### config.mk
export PLATFORM = sky130hd
export DESIGN_NAME = fsm_color_sequencer
export DESIGN_NICKNAME = d
export VERILOG_FILES = /design/src/rtl/fsm_color_sequencer.sv
export SDC_FILE = /design/constraint.sdc
export NUM_CORES = 1
export LEC_CHECK = 0
export CORE_AREA = 2 2 62 64
export CTS_BUF_LIST = sky130_fd_sc_hd__clkbuf_8
export CTS_CLUSTER_SIZE = 8
export DETAILED_ROUTE_END_ITERATION = 16
export DIE_AREA = 0 0 64 66
export SLEW_MARGIN = 10
export SYNTH_ARGS = -nofsm -noshare
export SYNTH_HDL_FRONTEND = slang
export SYNTH_SLANG_ARGS = --single-unit
### constraint.sdc
create_clock -name clock -period 3.15 [get_ports clock]
set_input_delay 0.63 -clock clock [delete_from_list [all_inputs] [get_ports clock]]
set_output_delay 0.63 -clock clock [all_outputs]
set_load 0.02 [all_outputs]
### src/rtl/fsm_color_sequencer.sv
// One-hot colour sequencer driven by an internal dwell timer.
// Run modes: auto-forward, ping-pong, manual step and blink.
module fsm_color_sequencer #(
    parameter int NUM_COLORS = 3,
    parameter int DWELL_W    = 8,
    localparam int IDX_W     = (NUM_COLORS > 1) ? $clog2(NUM_COLORS) : 1
) (
    input  logic                  clock,
    input  logic                  reset,
    input  logic                  In,
    input  logic [1:0]            mode,
    input  logic [DWELL_W-1:0]    dwell,
    output logic [NUM_COLORS-1:0] color,
    output logic [IDX_W-1:0]      index,
    output logic                  step
);

    typedef enum logic [1:0] {
        AUTO_FWD = 2'b00,
        PINGPONG = 2'b01,
        MANUAL   = 2'b10,
        BLINK    = 2'b11
    } mode_e;

    typedef enum logic {
        DIR_DOWN = 1'b0,
        DIR_UP   = 1'b1
    } dir_e;

    localparam logic [IDX_W-1:0]   LAST_IDX = IDX_W'(NUM_COLORS - 1);
    localparam logic [IDX_W-1:0]   ONE_IDX  = IDX_W'(1);
    localparam logic [DWELL_W-1:0] ONE_DW   = DWELL_W'(1);

    mode_e                  mode_q, mode_q_n, mode_req;
    dir_e                   dir, dir_n;
    logic [DWELL_W-1:0]     timer, timer_n;
    logic [DWELL_W-1:0]     dwell_eff;
    logic [IDX_W-1:0]       index_n;
    logic [NUM_COLORS-1:0]  color_n;
    logic                   step_n;
    logic                   blink_on, blink_n;
    logic                   in_q, in_q_n;
    logic                   run, tc;

    function automatic logic [NUM_COLORS-1:0] onehot(input logic [IDX_W-1:0] idx);
        logic [NUM_COLORS-1:0] v;
        for (int i = 0; i < NUM_COLORS; i++) begin
            v[i] = (idx == IDX_W'(i));
        end
        return v;
    endfunction

    function automatic logic [IDX_W-1:0] fwd(input logic [IDX_W-1:0] idx);
        return (idx == LAST_IDX) ? '0 : idx + ONE_IDX;
    endfunction

    always_ff @(posedge clock) begin
        if (reset) begin
            mode_q   <= mode_e'(mode);
            dir      <= DIR_UP;
            timer    <= '0;
            index    <= '0;
            color    <= onehot('0);
            step     <= 1'b0;
            blink_on <= 1'b1;
            in_q     <= 1'b0;
        end else begin
            mode_q   <= mode_q_n;
            dir      <= dir_n;
            timer    <= timer_n;
            index    <= index_n;
            color    <= color_n;
            step     <= step_n;
            blink_on <= blink_n;
            in_q     <= in_q_n;
        end
    end

    always_comb begin
        mode_req  = mode_e'(mode);
        mode_q_n  = mode_q;
        dir_n     = dir;
        timer_n   = timer;
        index_n   = index;
        step_n    = 1'b0;
        blink_n   = blink_on;
        in_q_n    = In;
        dwell_eff = (dwell == '0) ? ONE_DW : dwell;
        run       = In && (mode_q != MANUAL);
        // >= rather than == so a shrinking dwell terminates at once instead of wrapping
        tc        = run && (timer >= dwell_eff - ONE_DW);

        if (mode_req != mode_q) begin
            mode_q_n = mode_req;
            timer_n  = '0;
            blink_n  = 1'b1;
            dir_n    = DIR_UP;
        end else if (mode_q == MANUAL) begin
            timer_n = '0;
            if (In && !in_q) begin
                index_n = fwd(index);
                step_n  = 1'b1;
            end
        end else if (tc) begin
            timer_n = '0;
            step_n  = 1'b1;
            case (mode_q)
                AUTO_FWD: index_n = fwd(index);
                PINGPONG: begin
                    if (NUM_COLORS == 1) begin
                        index_n = '0;
                    end else if (dir == DIR_UP) begin
                        if (index == LAST_IDX) begin
                            index_n = LAST_IDX - ONE_IDX;
                            dir_n   = DIR_DOWN;
                        end else begin
                            index_n = index + ONE_IDX;
                        end
                    end else begin
                        if (index == '0) begin
                            index_n = ONE_IDX;
                            dir_n   = DIR_UP;
                        end else begin
                            index_n = index - ONE_IDX;
                        end
                    end
                end
                BLINK:    blink_n = !blink_on;
                default:  index_n = index;
            endcase
        end else if (run) begin
            timer_n = timer + ONE_DW;
        end

        // Off-phase only exists while blinking; any other mode shows the lit colour
        color_n = (mode_q_n == BLINK && !blink_n) ? '0 : onehot(index_n);
    end

endmodule
* After elaboration in Yosys (flattened, before gate mapping) *
Cells that the tools add are included.

storage, ports and cells
  register bits = 19
  bits of input ports = 13
  output and inout port bits = 6
  word-level logic and storage cells = 62

cells by class
  $add $sub $neg = 4
  magnitude comparators = 1
  eq/ne operators = 9
  multiplexer cells = 23
  bitwise operators = 1
  reduce and logical (&&, ||, !) cells = 15

operator list
  cell                                                                   count
  2-bit two-way mux                                                      10
  1-bit two-way mux                                                      11
  2-bit equality test, second input constant                             5
  8-bit by 1-bit adder with 8-bit output, second input constant          1
  8-bit >= comparator                                                    1
  8-bit logical NOT                                                      1
  8-bit two-way mux                                                      1
  8-bit by 1-bit subtractor with 8-bit output, second input constant     1
  2-bit logical NOT                                                      3
  2-bit by 1-bit equality test with 1-bit output, second input constant  2
  1-bit logical AND                                                      4
  2-bit case mux with 2 select lines                                     1
  2-bit OR reduction                                                     2
  4-bit OR reduction                                                     1
  1-bit logical NOT                                                      3
  3-bit AND reduction                                                    1
  2-bit by 1-bit adder with 2-bit output, second input constant          1
  2-bit inequality test                                                  1
  2-bit inequality test, second input constant                           1
  2-bit by 1-bit subtractor with 2-bit output, second input constant     1
  1-bit NOT                                                              1

* Logic depth before layout (Yosys ltp) *
  depth after elaboration = 11
  depth in mapped cells = 13
  depth with buffers taken out = 13

* Worst setup path before layout *
OpenSTA, ideal clock, no wires.

  kind = input to register
  start point = in dwell[3]
  end point = reg color[1]
  library setup time = 0.072 ns
  arrival = 3.363 ns
  required time = 3.078 ns
  slack = -0.285 ns
  cell stages on the path = 13
  path through = or3_1 -> nor4_1 -> a21oi_1 -> ha_1 -> nor3b_1 -> xnor2_1 -> ha_1 -> nand4_1 -> a21oi_2 -> a21oi_4 -> or2_2 -> a311oi_2 -> nor3b_2

between the ends
  cells in the longest elaborated chain, start to end = 11

ends and longest elaborated chain
  item                                             line  text
  start, declared                                  12    input logic [DWELL_W-1:0] dwell,
  8-bit logical NOT                                88    dwell_eff = (dwell == '0) ? ONE_DW : dwell;
  8-bit two-way mux (*)                            88
  8-bit by 1-bit subtractor with 8-bit output (*)  91    tc = run && (timer >= dwell_eff - ONE_DW);
  8-bit >= comparator (*)                          91
  1-bit logical AND (*)                            91
  1-bit two-way mux                                104   end else if (tc) begin
  1-bit two-way mux                                98    end else if (mode_q == MANUAL) begin
  1-bit two-way mux                                93    if (mode_req != mode_q) begin
  1-bit logical NOT                                136   color_n = (mode_q_n == BLINK && !blink_n) ? '0 : onehot(index_n);
  1-bit logical AND                                136
  2-bit OR reduction (no line)                     --
  end signal, assigned                             63    color <= onehot('0);
  end signal, assigned                             72    color <= color_n;
  end, declared                                    13    output logic [NUM_COLORS-1:0] color,

Mark *: on every way between the ends. The rest lies on a longest branch, timed or not.
A chain may end at the register's enable or synchronous reset.

* Worst setup path in the final report *
  start point = in dwell[4]
  end point = reg color[0]

between the ends
  cells in the longest elaborated chain, start to end = 11

ends and longest elaborated chain
  item                                             line
  8-bit logical NOT                                88
  8-bit two-way mux (*)                            88
  8-bit by 1-bit subtractor with 8-bit output (*)  91
  8-bit >= comparator (*)                          91
  1-bit logical AND (*)                            91
  1-bit two-way mux                                104
  1-bit two-way mux                                98
  1-bit two-way mux                                93
  1-bit logical NOT                                136
  1-bit logical AND                                136
  1-bit two-way mux (*)                            136

Marked as above.

==> results.tsv <==
metric	value	unit
run status	finished, violations left	
failing checks	setup timing	
Worst EP arrival	3.35	ns
Commonest cells post-synth	dfxtp_1, nand2_1, nor2_1	
antenna cell count	0	
I/O pin total	19	
initial antenna violation count	0	
post-synthesis register bit count	19	
fin nets	203	
worst hold stages	2	
initial core utilization	35.1	%
Worst Setup End Kind	flip-flop	
vias	1124	
Worst Skew	0.0100	ns
CTS Buf Count	3	
Synth Flop Type	dfxtp_1	
wire length on met3	102	um
ys async rst share	0	%
# rows	22	
Finish-stage setup viols	3	
Post-synth EDFFs	0	
sequential share of the synthesized area	30.5	%
clock latency on the worst-skew pair	0.26	ns
placed cells	217	
CP max FO	7	
Largest stage delay, worst path	0.47	ns
port bufs	18	
Worst-path clk slew	0.08	ns
Avg WL per Cell	12.6	um
Syn Area/Cell	8.60	um^2
pwr/cell area	304	nW/um^2
fin crit period	3.20	ns
final worst setup slack	-0.0483	ns
CTS root buffer	clkbuf_8	
maximum vdd ir drop	0.000178	V
ranking of synthesized cells by area	dfxtp_1, ha_1, xnor2_1, nand2_1, xor2_1	
Die Height	66	um
gp weighted congestion	0.877	
Multi-input gate area	923	um^2
crit-path cells	buf_6 -> or3_4 -> nor4_4 -> a21oi_2 -> ha_2 -> nor3b_4 -> xnor2_1 -> ha_1 -> nand4_1 -> a21oi_2 -> a21oi_4 -> or4b_1 -> and3_4 -> a31o_1	
first-iteration detailed-routing DRC count	30	
non-filler instance count after layout	227	
Core Util, Final	49.2	%
DRC errors left	0	
relative slew slack	65.4	%
Core ar.	3550	um^2
vias in the first global route	1128	
R2R Path End	color[1]$_SDFF_PP0_	
CTS Sinks	19	
max_cap viols	0	
Slew @ Worst Pin	0.512	ns
Slowest cell on crit path	or4b_1	
GRT overflow	0	
DRT met1 WL	1.33	mm
Fillers	335	
pin count of the biggest net entering global routing	12	
TritonCTS clock tree	done	
area leader, netlist	dfxtp_1	
Crit path top cell by count	a21oi_2	
average vias per placed instance	4.95	
Worst Setup Start Kind	input port	
R2R depth	9	
RSZ-0062 raised after global routing	yes	
min-delay worst type	flip-flop to flip-flop	
Syn Nets	168	
H-tree levels	1	
P_leak	0.000676	uW
first-pass GRT wire length	5.02	mm
most common cell in the netlist	dfxtp_1	
synthesized area	1250	um^2
gr usage total	15.0	%
synthesis-to-finish area growth	39.9	%
Final Max Slew Viols	0	
Data required, critical path	3.31	ns
Yosys cell types	44	
R2R setup slack	0.78	ns
top cell type's share of synthesized area	30.5	%
register area	380	um^2
share of cells above drive strength 1	28.5	%
Die X-Extent	64	um
Final Hold Vio Count	0	
DR top layer	met4	
Final HPWL DP	2.12	mm
met2 routed WL	1.38	mm
TritonRoute pass-1 iters	4	
Post-Route WL	2.87	mm
Max Freq	0.313	GHz
cells after synthesis	145	
period utilisation layout	102	%
CP Class	input port to flip-flop	
worst flop-to-flop path startpoint	timer[0]$_SDFFE_PP0P_	
Max Root-Sink Buffers	2	
antenna-violating nets left	0	
synth warn	0	
die area	4220	um^2
-- flip-flops by register name, indices dropped and copies added, names as in the netlist, named ones only --
| name | cells |
|---|---|
| timer | 8 |
| color | 3 |
| index | 2 |
| mode_q | 2 |
| blink_on | 1 |
| in_q | 1 |
| step | 1 |
-- what timing repair did --
item | CTS | global route
pin swaps | 13 | 13
setup buffers | 5 | 1
gates resized for setup | 22 | 14
setup endpoints to repair | 16 | 16
hold buffers | 0 | 0
-- stage by stage --
step	setup TNS [ns]	area (um^2)	setup WS [ns]	total power, uW	hold WS (ns)
floorplan	-0.352	1270	-0.117	314	0.462
global placement	-6.71	1560	-0.651	354	0.477
detailed placement	-7.71	1560	-0.729	355	0.492
CTS	-0.445	1670	-0.197	531	0.511
global route	-0.665	1750	-0.185	557	0.537
finish	-0.105	1750	-0.0483	531	0.507
-- how the worst max path moves through the flow --
stage | startpoint | end | slack (ns) | cells past startpoint
floorplan | dwell[3] | color[0]$_SDFF_PP1_ | -0.12 | 13
global placement | dwell[3] | color[0]$_SDFF_PP1_ | -0.65 | 15
detailed placement | dwell[3] | color[0]$_SDFF_PP1_ | -0.73 | 15
CTS | dwell[5] | color[0]$_SDFF_PP1_ | -0.20 | 14
global route | dwell[4] | color[1]$_SDFF_PP0_ | -0.19 | 14
finish | dwell[4] | color[0]$_SDFF_PP1_ | -0.05 | 14
-- where the power goes --
| group | internal (uW) | switching [uW] | leakage [uW] |
|---|---|---|---|
| clock network | 87.9 | 82.1 | 0.0000255 |
| registers | 245 | 6.67 | 0.000154 |
| logic | 56.0 | 52.8 | 0.000496 |
-- layer usage --
metal  global-route usage, %  vias up
met5                       0        -
met4                    5.98        0
met3                    2.39        7
met2                    25.1       26
met1                    19.2      517
li1                        -      574
-- worst max-delay path, delay by kind of cell --
family	cells	cell delay [ns]
buffers and inverters	1	0.09
xor gates and xnor gates	1	0.12
adders and majority gates	2	0.49
and+or+nand+nor	6	1.47
AOI/OAI and AO/OA	4	0.55
-- cells in the final DEF, fill, tap and decap left out, types with 5 or more instances in the layout --
master / synthesis / layout
buf_4: 0 / 17
nand2b_1: 7 / 7
nor2_1: 13 / 12
xor2_1: 6 / 6
ha_1: 10 / 8
xnor2_1: 8 / 7
clkdlybuf4s50_1: 0 / 12
inv_1: 5 / 5
nand2_1: 14 / 13
dfxtp_1: 19 / 19
-- cells by family after synthesis --
family | count (synthesis) | synth area share, %
flip-flops | 19 | 30.5
XOR/XNOR | 14 | 9.83
AND/OR/NAND/NOR | 64 | 27.8
adder cells (fa/ha/maj) | 10 | 10.0
AO/OA/AOI/OAI | 26 | 15.5
multiplexers | 1 | 0.903
buffers and inverters | 11 | 5.42
-- layout make-up --
| cell class | count | area share (%) |
|---|---|---|
| multi-input cells | 115 | 52.9 |
| flip-flops and latches | 19 | 21.8 |
| inverters | 5 | 1.08 |
| clock buffers | 3 | 2.37 |
| clock inverters | 1 | 0.287 |
| well taps | 48 | 3.44 |
| repair buffers | 36 | 18.1 |
No activity file was read; power rests on OpenSTA's default activity.
